File: config.mk
export PLATFORM = sky130hd
export DESIGN_NAME = negate_arbiter
export DESIGN_NICKNAME = d
export VERILOG_FILES = /design/src/rtl/negate_arbiter.sv
export SDC_FILE = /design/constraint.sdc
export NUM_CORES = 1
export LEC_CHECK = 0
export ABC_AREA = 0
export ABC_CLOCK_PERIOD_IN_PS = 1320
export BUFFER_PORTS_ARGS = -buffer_cell sky130_fd_sc_hd__buf_4
export CAP_MARGIN = 20
export CORE_MARGIN = 8
export CORE_UTILIZATION = 48
export DETAILED_ROUTE_END_ITERATION = 12
export PLACE_DENSITY = 0.75
export SETUP_SLACK_MARGIN = 0.1
export SYNTH_ARGS = -nofsm -noshare
export SYNTH_HDL_FRONTEND = slang
export SYNTH_SLANG_ARGS = --single-unit
File: constraint.sdc
create_clock -name clk -period 1.32 [get_ports clk]
set_input_delay 0.066 -clock clk [delete_from_list [all_inputs] [get_ports clk]]
set_output_delay 0.066 -clock clk [all_outputs]
set_load 0.01 [all_outputs]
File: src/rtl/negate_arbiter.sv
// negate_arbiter: two requesters share one two's-complement negate unit.
// Round-robin grant, registered result with valid/ready, flags -MIN overflow.
//
// Ports:
//   clk, rst_n         clock, async active-low reset
//   req0/a0, req1/a1   requests and operands (held until granted)
//   gnt0, gnt1         one-cycle capture pulses
//   out_valid/out_ready result handshake
//   out_id             owner of out_data
//   out_data, out_ovf  negated operand and "operand was most-negative" flag
//   busy               unit is not idle
module negate_arbiter #(
  parameter int WIDTH      = 4,
  parameter bit PRIO_RESET = 1'b0
) (
  input  logic             clk,
  input  logic             rst_n,
  input  logic             req0,
  input  logic [WIDTH-1:0] a0,
  input  logic             req1,
  input  logic [WIDTH-1:0] a1,
  output logic             gnt0,
  output logic             gnt1,
  output logic             out_valid,
  input  logic             out_ready,
  output logic             out_id,
  output logic [WIDTH-1:0] out_data,
  output logic             out_ovf,
  output logic             busy
);

  typedef enum logic [1:0] {
    IDLE,
    CALC,
    RESP
  } state_t;

  localparam logic [WIDTH-1:0] MINV =
    {1'b1, {(WIDTH-1){1'b0}}};
  localparam logic [WIDTH-1:0] ONE = WIDTH'(1);

  state_t           state;
  state_t           state_d;
  logic [WIDTH-1:0] op_reg;
  logic [WIDTH-1:0] op_d;
  logic             id_reg;
  logic             id_d;
  logic             last;
  logic             last_d;
  logic             gnt0_d;
  logic             gnt1_d;
  logic             ov_d;
  logic [WIDTH-1:0] od_d;
  logic             oid_d;
  logic             oovf_d;
  logic [WIDTH-1:0] neg;
  logic             sel0;
  logic             sel1;

  assign neg  = ~op_reg + ONE;
  assign busy = (state != IDLE);

  // On a tie the requester that was not served last wins;
  // sel0 and sel1 are mutually exclusive by construction.
  assign sel0 = req0 & (~req1 | last);
  assign sel1 = req1 & (~req0 | ~last);

  always_comb begin
    state_d = state;
    op_d    = op_reg;
    id_d    = id_reg;
    last_d  = last;
    gnt0_d  = 1'b0;
    gnt1_d  = 1'b0;
    ov_d    = out_valid;
    od_d    = out_data;
    oid_d   = out_id;
    oovf_d  = out_ovf;
    unique case (state)
      IDLE: begin
        unique case (1'b1)
          sel0: begin
            op_d    = a0;
            id_d    = 1'b0;
            last_d  = 1'b0;
            gnt0_d  = 1'b1;
            state_d = CALC;
          end
          sel1: begin
            op_d    = a1;
            id_d    = 1'b1;
            last_d  = 1'b1;
            gnt1_d  = 1'b1;
            state_d = CALC;
          end
          default: ;
        endcase
      end
      CALC: begin
        od_d    = neg;
        oovf_d  = (op_reg == MINV);
        oid_d   = id_reg;
        ov_d    = 1'b1;
        state_d = RESP;
      end
      RESP: begin
        if (out_ready) begin
          ov_d    = 1'b0;
          state_d = IDLE;
        end
      end
      default: state_d = IDLE;
    endcase
  end

  always_ff @(posedge clk or negedge rst_n) begin
    if (!rst_n) begin
      state     <= IDLE;
      op_reg    <= '0;
      id_reg    <= 1'b0;
      last      <= ~PRIO_RESET;
      gnt0      <= 1'b0;
      gnt1      <= 1'b0;
      out_valid <= 1'b0;
      out_data  <= '0;
      out_id    <= 1'b0;
      out_ovf   <= 1'b0;
    end else begin
      state     <= state_d;
      op_reg    <= op_d;
      id_reg    <= id_d;
      last      <= last_d;
      gnt0      <= gnt0_d;
      gnt1      <= gnt1_d;
      out_valid <= ov_d;
      out_data  <= od_d;
      out_id    <= oid_d;
      out_ovf   <= oovf_d;
    end
  end

endmodule

==> impl_metrics.toml, run 1 <==
[run_status]
result_of_the_run = "completed"

[logic_synthesis]
synth.avg_cell_area_um2 = 11.3
syn_area_um2 = 777
yosysSeqAreaShare = 0.549
distinct_cell_type_count_of_the_synthesized_netlist = 23
synth_adder_area_share = 0.0161
synth_fp_nets = 83
synth_area_leaders = "dfrtp_1, mux2i_1, a21oi_1, a21oi_2, o21ai_0"
synthDominantAreaCellType = "dfrtp_1"
synth.yosys.warnings = 0
synth_top_area_share = 0.515
synth_xor_area_frac = 0.0225
synth_mux_area_frac = 0.0805
yosys_register_bits = 17
synth_compound_gate_area_share = 0.166
syn_inst = 69
synth_simple_gate_area_share = 0.119
largest_family_of_logic_cells_by_synthesized_area = "compound AO/OA/AOI/OAI gates"

[grt]
grt_max_degree = 18
wire_length_of_the_first_global_routing_pass_mm = 2.57
grt_pass1_vias = 605
grt_usage = 0.0982
antenna_found_initial = 0
globalRouteOverflowTotal = 0

[drt]
drt_first_pass_iters = 4
drc_errors = 0
vias = 589
ratio_of_routed_vias_to_standard_cells = 5.03
detailedRoute.firstIterationViolations = 14
routed_wirelength_mm = 1.57
mean_routed_wirelength_per_cell_um = 13.4
detail-route-antenna-nets = 0

[sta]
fin_crit_ps = 1150
fin_setup_tns_ps = 0
skew_ps = 7.09
max_slew_margin = 0.849
fin_crit_sh = 0.873
report.final.slew_viol_count = 0
timing.fmax_mhz = 868
worst-slew-pin-transition_ps = 225
finalSetupViolations = 0
grt_setup_unrepaired = "no"
hold_viol_final = 0
worst_slack_ps = 168

[flow_run]
max-cap-violations = 0

[clock_network]
clk_pin_slew_worst_paths_ps = 100
cts.path.max_buffers = 2
clk_root_buffer_cell = "clkbuf_4"
tritoncts.num_buffers = 3
cts_num_sinks = 17
tritoncts = "built"
clkLatencyLatePin_ps = 290
htree_num_levels = 1

[placement]
post-place-cells = 106
portBuffers = 22
place.detailed.hpwl_mm = 1.13
post_dp_cell_area_um2 = 956
gp_congestion = 0.719
preCtsSetupSlack_ps = 223

[floorplan]
io_pins = 23
die_height_um = 56.2
rows = 14
design.core.area_um2 = 1510
die_area_um2 = 3160
fp.dieW_um = 56.2
initial_utilization = 0.516

[setup_path]
critPathLaunch = "state[0]$_DFFE_PN0P_"
setup.reg_to_reg.worst_slack_ps = 180
reg2regPathDepth = 6
critPathArrivalTime_ps = 1090
endpoint_kind = "output port"
critical_path.endpoint = "busy"
worst_setup_path_start_kind = "flip-flop"
criticalPathCategory = "reg -> out"
worstPathRequired_ps = 1250
worstReg2RegEnd = "id_reg$_DFFE_PN0P_"
timing.rr.start = "state[0]$_DFFE_PN0P_"
crit_path_max_fanout = 3

[power_and_ir_drop]
cellLeakagePower_nw = 0.526
maximum_vdd_drop_mv = 1.08
pwr_density_cell_nw_per_um2 = 2270

[worst_hold_path]
min-delay-path-class = "in -> reg"
min_path_cells = 3

[layout]
fraction_of_layout_instances_using_a_drive_strength_above_1 = 0.455
instances_no_fill = 117
nets = 116
antenna_cells = 0
area_delta_synth_final_pct = 35.4
layout.cell_area.non_filler_um2 = 1050
## report_power, final
group	internal, mW	switching (mW)
logic	0.645	0.523
registers	0.776	0.169
clock network	0.113	0.163
total	1.53	0.855
## how the worst min path moves through the flow
stage	start	to	slack (ps)
2_1_floorplan	rst_n	gnt0$_DFF_PN0_	-230
3_3_place_gp	rst_n	out_data[3]$_DFFE_PN0P_	-60
3_5_place_dp	rst_n	gnt0$_DFF_PN0_	-60
4_1_cts	req1	last$_DFFE_PN1P_	20
5_1_grt	req1	last$_DFFE_PN1P_	40
6_report	req1	last$_DFFE_PN1P_	20
## cell families after synthesis
family	count (synthesis)
DFF	17
AOI/OAI and AO/OA	19
buffers and inverters	7
adders and majority gates	1
xor gates and xnor gates	2
muxes	6
and+or+nand+nor	17
## cells in the mapped netlist
library cell / n
dfrtp_1: 16
a21oi_1: 7
nand2_1: 6
o21ai_0: 6
a21oi_2: 4
inv_1: 4
mux2i_1: 4
nand2b_1: 3
buf_2: 2
mux2_2: 2
nor2_1: 2
xor2_1: 2
a21bo_2: 1
a21boi_4: 1
and2_1: 1
and2_4: 1
and3_2: 1
buf_6: 1
dfstp_2: 1
ha_1: 1
nand3b_1: 1
nor3_1: 1
or2_4: 1
## critical path, stage by stage, from the launching register on
cell	delay [ps]
dfrtp_1	410
nor2_1	100
buf_4	120
inv_1	40
buf_6	110
## area by class of cell
type / count / area [µm²]
tap: 16 / 20.0
fill: 118 / 454
clock buffer: 3 / 22.5
inverter: 4 / 15.0
sequential: 17 / 427
timing repair buffer: 31 / 241
multi-input combinational: 45 / 322
clock inverter: 1 / 5.00
## routing by layer
metal / GRT usage / wire length [µm] / up-vias
li1: - / - / 298
met1: 0.101 / 675 / 269
met2: 0.174 / 777 / 18
met3: 0.0274 / 80 / 4
met4: 0.0515 / 31 / 0
met5: 0 / 0 / -
## cells in the final DEF, fill, tap and decap left out, types with 3 or more instances in the layout
cell type,synthesis,routed
a21oi_1,7,7
a21oi_2,4,4
buf_4,0,28
clkbuf_4,0,3
dfrtp_1,16,16
inv_1,4,4
mux2i_1,4,4
nand2_1,6,6
o21ai_0,6,6
## stage by stage
step / utilization / hold slack (ps) / power [mW]
after detailed placement: 0.635 / -64.0 / 1.96
after global routing: 0.699 / 36.4 / 2.58
after CTS: 0.686 / 23.6 / 2.33
after floorplan: - / -230 / 1.58
after global placement: 0.635 / -63.5 / 1.93
final: 0.699 / 23.5 / 2.39
## timing repair
item                                    CTS  global route
endpoints found under the setup margin    1            10
buffers inserted                          4             1
resized for setup                         0             3
endpoints found under the hold margin    18             0
pin swaps                                 0             1
hold buffers                              2             0
Note: power is estimated with default switching activity, not from simulation.
==> run 2: changes to the inputs <==
--- a/config.mk
+++ b/config.mk
@@ -5,7 +5,6 @@
 export SDC_FILE = /design/constraint.sdc
 export NUM_CORES = 1
 export LEC_CHECK = 0
-export ABC_AREA = 0
 export ABC_CLOCK_PERIOD_IN_PS = 1320
 export BUFFER_PORTS_ARGS = -buffer_cell sky130_fd_sc_hd__buf_4
 export CAP_MARGIN = 20
@@ -13,6 +12,7 @@
 export CORE_UTILIZATION = 48
 export DETAILED_ROUTE_END_ITERATION = 12
 export PLACE_DENSITY = 0.75
+export REMOVE_ABC_BUFFERS = 1
 export SETUP_SLACK_MARGIN = 0.1
 export SYNTH_ARGS = -nofsm -noshare
 export SYNTH_HDL_FRONTEND = slang
==> run 2 against run 1 <==
Die area unchanged. Sequential cell count unchanged. Sequential power down 0.5%. Highest routed layer unchanged. Register-to-register slack worse by 30 ps. Maximum frequency down 1.5%. Non-clock buffer count down 2. Clock power down 2%. Clock-buffer cell count up 1. Core utilization down 1.4 points. Sequential share of layout area up 0.84 points.
==> impl_metrics.toml, run 2 (synthesized netlist as in run 1, its figures left out) <==
[run_status]
result_of_the_run = "completed"

[sta]
finalSetupViolations = 0
fin_crit_ps = 1170
hold_viol_final = 0
fin_crit_sh = 0.886
report.final.slew_viol_count = 0
grt_setup_unrepaired = "yes"
fin_setup_tns_ps = 0
max_slew_margin = 0.879
timing.fmax_mhz = 855
skew_ps = 0.913
worst-slew-pin-transition_ps = 176

[drt]
mean_routed_wirelength_per_cell_um = 13.5
ratio_of_routed_vias_to_standard_cells = 5.11
maxUsedRoutingLayer = "met4"
routed_wirelength_mm = 1.56
route.met3.wl_um = 86
detailedRoute.firstIterationViolations = 13
vias = 588
drc_errors = 0
detail_route.wirelength.met1_um = 678
detail-route-antenna-nets = 0
drt_first_pass_iters = 4
met2_wirelength_um = 782

[grt]
globalRouteOverflowTotal = 0
grt_max_degree = 18
antenna_found_initial = 0
grt_usage = 0.0989
grt_pass1_vias = 588
wire_length_of_the_first_global_routing_pass_mm = 2.57

[flow_run]
max-cap-violations = 0

[setup_path]
critical_path.max_stage_delay_ps = 400
cp_slowest_cell = "dfrtp_1"
endpoint_kind = "flip-flop"
worst_setup_path_start_kind = "flip-flop"
critPathMostFrequentCell = "buf_4"
worstPathRequired_ps = 1490
criticalPathCategory = "reg -> reg"
crit_path_max_fanout = 9
timing.critical_path.cells = "buf_4 > nand2b_2 > buf_4 > nand2_1 > o21ai_0"
critPathArrivalTime_ps = 1340

[clock_network]
tritoncts = "built"
clk_root_buffer_cell = "clkbuf_4"
clk_pin_slew_worst_paths_ps = 90
htree_num_levels = 1
cts.path.max_buffers = 2
cts_num_sinks = 17
clkLatencyLatePin_ps = 280
tritoncts.num_buffers = 3

[placement]
place.detailed.hpwl_mm = 1.14
post_dp_cell_area_um2 = 956
portBuffers = 22
post-place-cells = 106
gp_congestion = 0.707

[power_and_ir_drop]
maximum_vdd_drop_mv = 1.21
total_power_mw = 2.30
cellLeakagePower_nw = 0.508
pwr_density_cell_nw_per_um2 = 2230

[floorplan]
die_area_um2 = 3160
rows = 14
initial_utilization = 0.516
die_height_um = 56.2
design.core.area_um2 = 1510
io_pins = 23
fp.dieW_um = 56.2

[layout]
nets = 114
layout.cell_area.non_filler_um2 = 1030
fraction_of_layout_instances_using_a_drive_strength_above_1 = 0.434
most_used_cells_in_the_layout_excluding_fill_and_tap_cells = "buf_4, dfrtp_1, a21oi_1, nand2_1, o21ai_0"
instances_no_fill = 115
mostFrequentLayoutCell = "buf_4"
antenna_cells = 0
area_delta_synth_final_pct = 32.7

[worst_hold_path]
min-delay-path-class = "in -> reg"
## run 2: worst max-delay path: cells and delay by family, from the launching register on
family	cells	cell delay, ps
AOI/OAI and AO/OA	1	70
DFF	1	400
buffers and inverters	2	320
and+or+nand+nor	2	260
## run 2: what timing repair did
action                                 CTS  global route
resized for setup                        0             2
setup buffers                            2             1
endpoints found under the hold margin   18             0
hold buffers                             2             0
setup endpoints to repair                1             3
## run 2: layout make-up
class / instances / area [µm²]
Tap cell: 16 / 20.0
Sequential cell: 17 / 427
Inverter: 4 / 15.0
Clock buffer: 4 / 26.3
Multi-Input combinational cell: 45 / 320
Fill cell: 123 / 475
Timing Repair Buffer: 29 / 223
## run 2: routing by layer
layer | up-vias | GRT usage
li1 | 293 | -
met1 | 271 | 0.108
met2 | 22 | 0.171
met3 | 2 | 0.0365
met4 | 0 | 0.0309
met5 | - | 0
## run 2: final timing paths
kind / startpoint / to / slack, ps / cells past startpoint
setup / recovery: state[1]$_DFFE_PN0P_ / out_ovf$_DFFE_PN0P_ / 150 / 5
hold / removal: req1 / last$_DFFE_PN1P_ / 30 / 3
setup reg to reg: state[1]$_DFFE_PN0P_ / out_ovf$_DFFE_PN0P_ / 150 / 5
hold reg to reg: out_data[2]$_DFFE_PN0P_ / out_data[2]$_DFFE_PN0P_ / 490 / 2
max in group asynchronous: rst_n / last$_DFFE_PN1P_ / 900 / 2
min in group asynchronous: rst_n / out_valid$_DFFE_PN0P_ / 170 / 2
## run 2: report_power, final
part	switching, mW	total [mW]	internal [mW]
clock	0.152	0.270	0.117
combinational	0.502	1.09	0.588
sequential	0.164	0.939	0.775
total	0.819	2.30	1.48
## run 2: through the flow
stage                     setup WS (ps)  hold WS (ps)   util
after floorplan                     139          -230      -
after global placement              261         -62.2  0.635
after detailed placement            244         -60.2  0.635
after CTS                           137          24.1  0.675
after global routing               85.8          56.3  0.684
final                               151          26.5  0.684
==> run 3: changes to the inputs <==
==> constraint.sdc (replaced) <==
create_clock -name clk -period 1.32 [get_ports clk]
set_input_delay 0.132 -clock clk [delete_from_list [all_inputs] [get_ports clk]]
set_output_delay 0.132 -clock clk [all_outputs]
set_load 0.01 [all_outputs]
==> run 3 against run 2 <==
Core utilization fell by 0.33 points. Global-route usage fell by 0.23 points. Maximum frequency rose by 0.20%. Largest power group unchanged. Largest cell class unchanged.
==> impl_metrics.toml, run 3 (synthesized netlist as in run 1, its figures left out) <==
[floorplan]
design.core.area_um2 = 1510
initial_utilization = 0.516
die_height_um = 56.2
fp.dieW_um = 56.2
io_pins = 23
die_area_um2 = 3160
rows = 14

[setup_path]
crit_path_max_fanout = 2
path_buf_inv = 3
endpoint_kind = "output port"
worst_setup_path_start_kind = "flip-flop"
timing.rr.start = "state[1]$_DFFE_PN0P_"
criticalPathCategory = "reg -> out"
critPathArrivalTime_ps = 1030
timing.critical_path.cells = "nor2_1 > buf_4 > inv_2 > buf_6"
critical_path.top_delay_family = "flip-flops"
reg2regPathDepth = 5
critPathLaunch = "state[1]$_DFFE_PN0P_"
critical_path.max_stage_delay_ps = 400
critical_path.endpoint = "busy"
timing.critical_path.depth = 4
worstPathRequired_ps = 1190
worstReg2RegEnd = "id_reg$_DFFE_PN0P_"
setup.reg_to_reg.worst_slack_ps = 190
cp_slowest_cell = "dfrtp_1"

[grt]
grt_pass1_vias = 581
grt_usage = 0.0966
grt_max_degree = 18
antenna_found_initial = 0
globalRouteOverflowTotal = 0
wire_length_of_the_first_global_routing_pass_mm = 2.52

[clock_network]
tritoncts.num_buffers = 3
htree_num_levels = 1
cts_num_sinks = 17
clk_pin_slew_worst_paths_ps = 90
cts.path.max_buffers = 2
clk_root_buffer_cell = "clkbuf_4"
tritoncts = "built"
clkLatencyLatePin_ps = 280

[power_and_ir_drop]
total_power_mw = 2.33
pwr_density_cell_nw_per_um2 = 2270
cellLeakagePower_nw = 0.508
maximum_vdd_drop_mv = 1.27

[worst_hold_path]
min-delay-path-class = "in -> reg"

[placement]
gp_congestion = 0.707
portBuffers = 22
post-place-cells = 106
place.detailed.hpwl_mm = 1.14

[run_status]
result_of_the_run = "completed"

[sta]
report.final.slew_viol_count = 0
skew_ps = 1.36
worst-slew-pin-transition_ps = 218
grt_setup_unrepaired = "yes"
fin_setup_tns_ps = 0
max_slew_margin = 0.855
timing.fmax_mhz = 857
fin_crit_sh = 0.884
finalSetupViolations = 0
fin_crit_ps = 1170
hold_viol_final = 0

[layout]
area_delta_synth_final_pct = 32.0
antenna_cells = 0
fraction_of_layout_instances_using_a_drive_strength_above_1 = 0.449
nets = 113
final_util = 0.681
most_used_cells_in_the_layout_excluding_fill_and_tap_cells = "buf_4, dfrtp_1, a21oi_1, nand2_1, o21ai_0"
instances_no_fill = 114
mostFrequentLayoutCell = "buf_4"

[drt]
vias = 584
routed_wirelength_mm = 1.55
mean_routed_wirelength_per_cell_um = 13.6
drc_errors = 0
detail-route-antenna-nets = 0
detailedRoute.firstIterationViolations = 9
drt_first_pass_iters = 4
ratio_of_routed_vias_to_standard_cells = 5.12

[flow_run]
max-cap-violations = 0
==> run 3: cell types whose count changed in the layout (fill, tap and decap cells not counted), sizes merged <==
cell / before / now
dlygate4sd3: 2 / 1
==> run 3: worst min-delay path by stage <==
| stage | startpoint | to | slack [ps] | depth (start not counted) |
|---|---|---|---|---|
| 2_1_floorplan | rst_n | gnt0$_DFF_PN0_ | -160 | 0 |
| 5_1_grt | out_ready | state[1]$_DFFE_PN0P_ | 20 | 2 |
| 3_5_place_dp | rst_n | out_valid$_DFFE_PN0P_ | 6 | 1 |
| 4_1_cts | out_ready | state[1]$_DFFE_PN0P_ | 30 | 2 |
| 3_3_place_gp | rst_n | out_id$_DFFE_PN0P_ | 4 | 1 |
| 6_report | out_ready | state[1]$_DFFE_PN0P_ | 40 | 2 |
==> run 3: per-layer routing <==
layer  wire (µm)  vias to the layer above  track usage
li1            -                      291            -
met1         679                      268        0.107
met2         769                       25        0.163
met3          99                        0       0.0388
met4           0                        0       0.0309
met5           0                        -            0
==> run 3: stage by stage <==
step,hold WS [ps],setup WS (ps),instance area (µm²)
after floorplan,-164,139,756
final,39.9,153,1030
after global routing,21.4,95.6,1030
after detailed placement,5.77,244,956
after global placement,3.79,261,956
after CTS,30.3,125,1010
==> run 3: what timing repair did <==
item	CTS	global route
pin swaps	0	1
hold buffers	1	0
buffers inserted	3	0
endpoints found under the setup margin	1	3
hold endpoints to repair	17	0
resized for setup	0	4
==> run 3: area by class of cell <==
class,instances,area [µm²]
sequential,17,427
multi-input combinational,45,322
clock buffer,4,26.3
fill,120,480
inverter,4,15.0
tap,16,20.0
timing repair buffer,28,216
==> run 3: power by group <==
part | switching [mW] | internal, mW | total [mW] | leakage [nW]
registers | 0.155 | 0.775 | 0.930 | 0.203
clock network | 0.153 | 0.117 | 0.270 | 0.0150
logic | 0.521 | 0.607 | 1.13 | 0.290
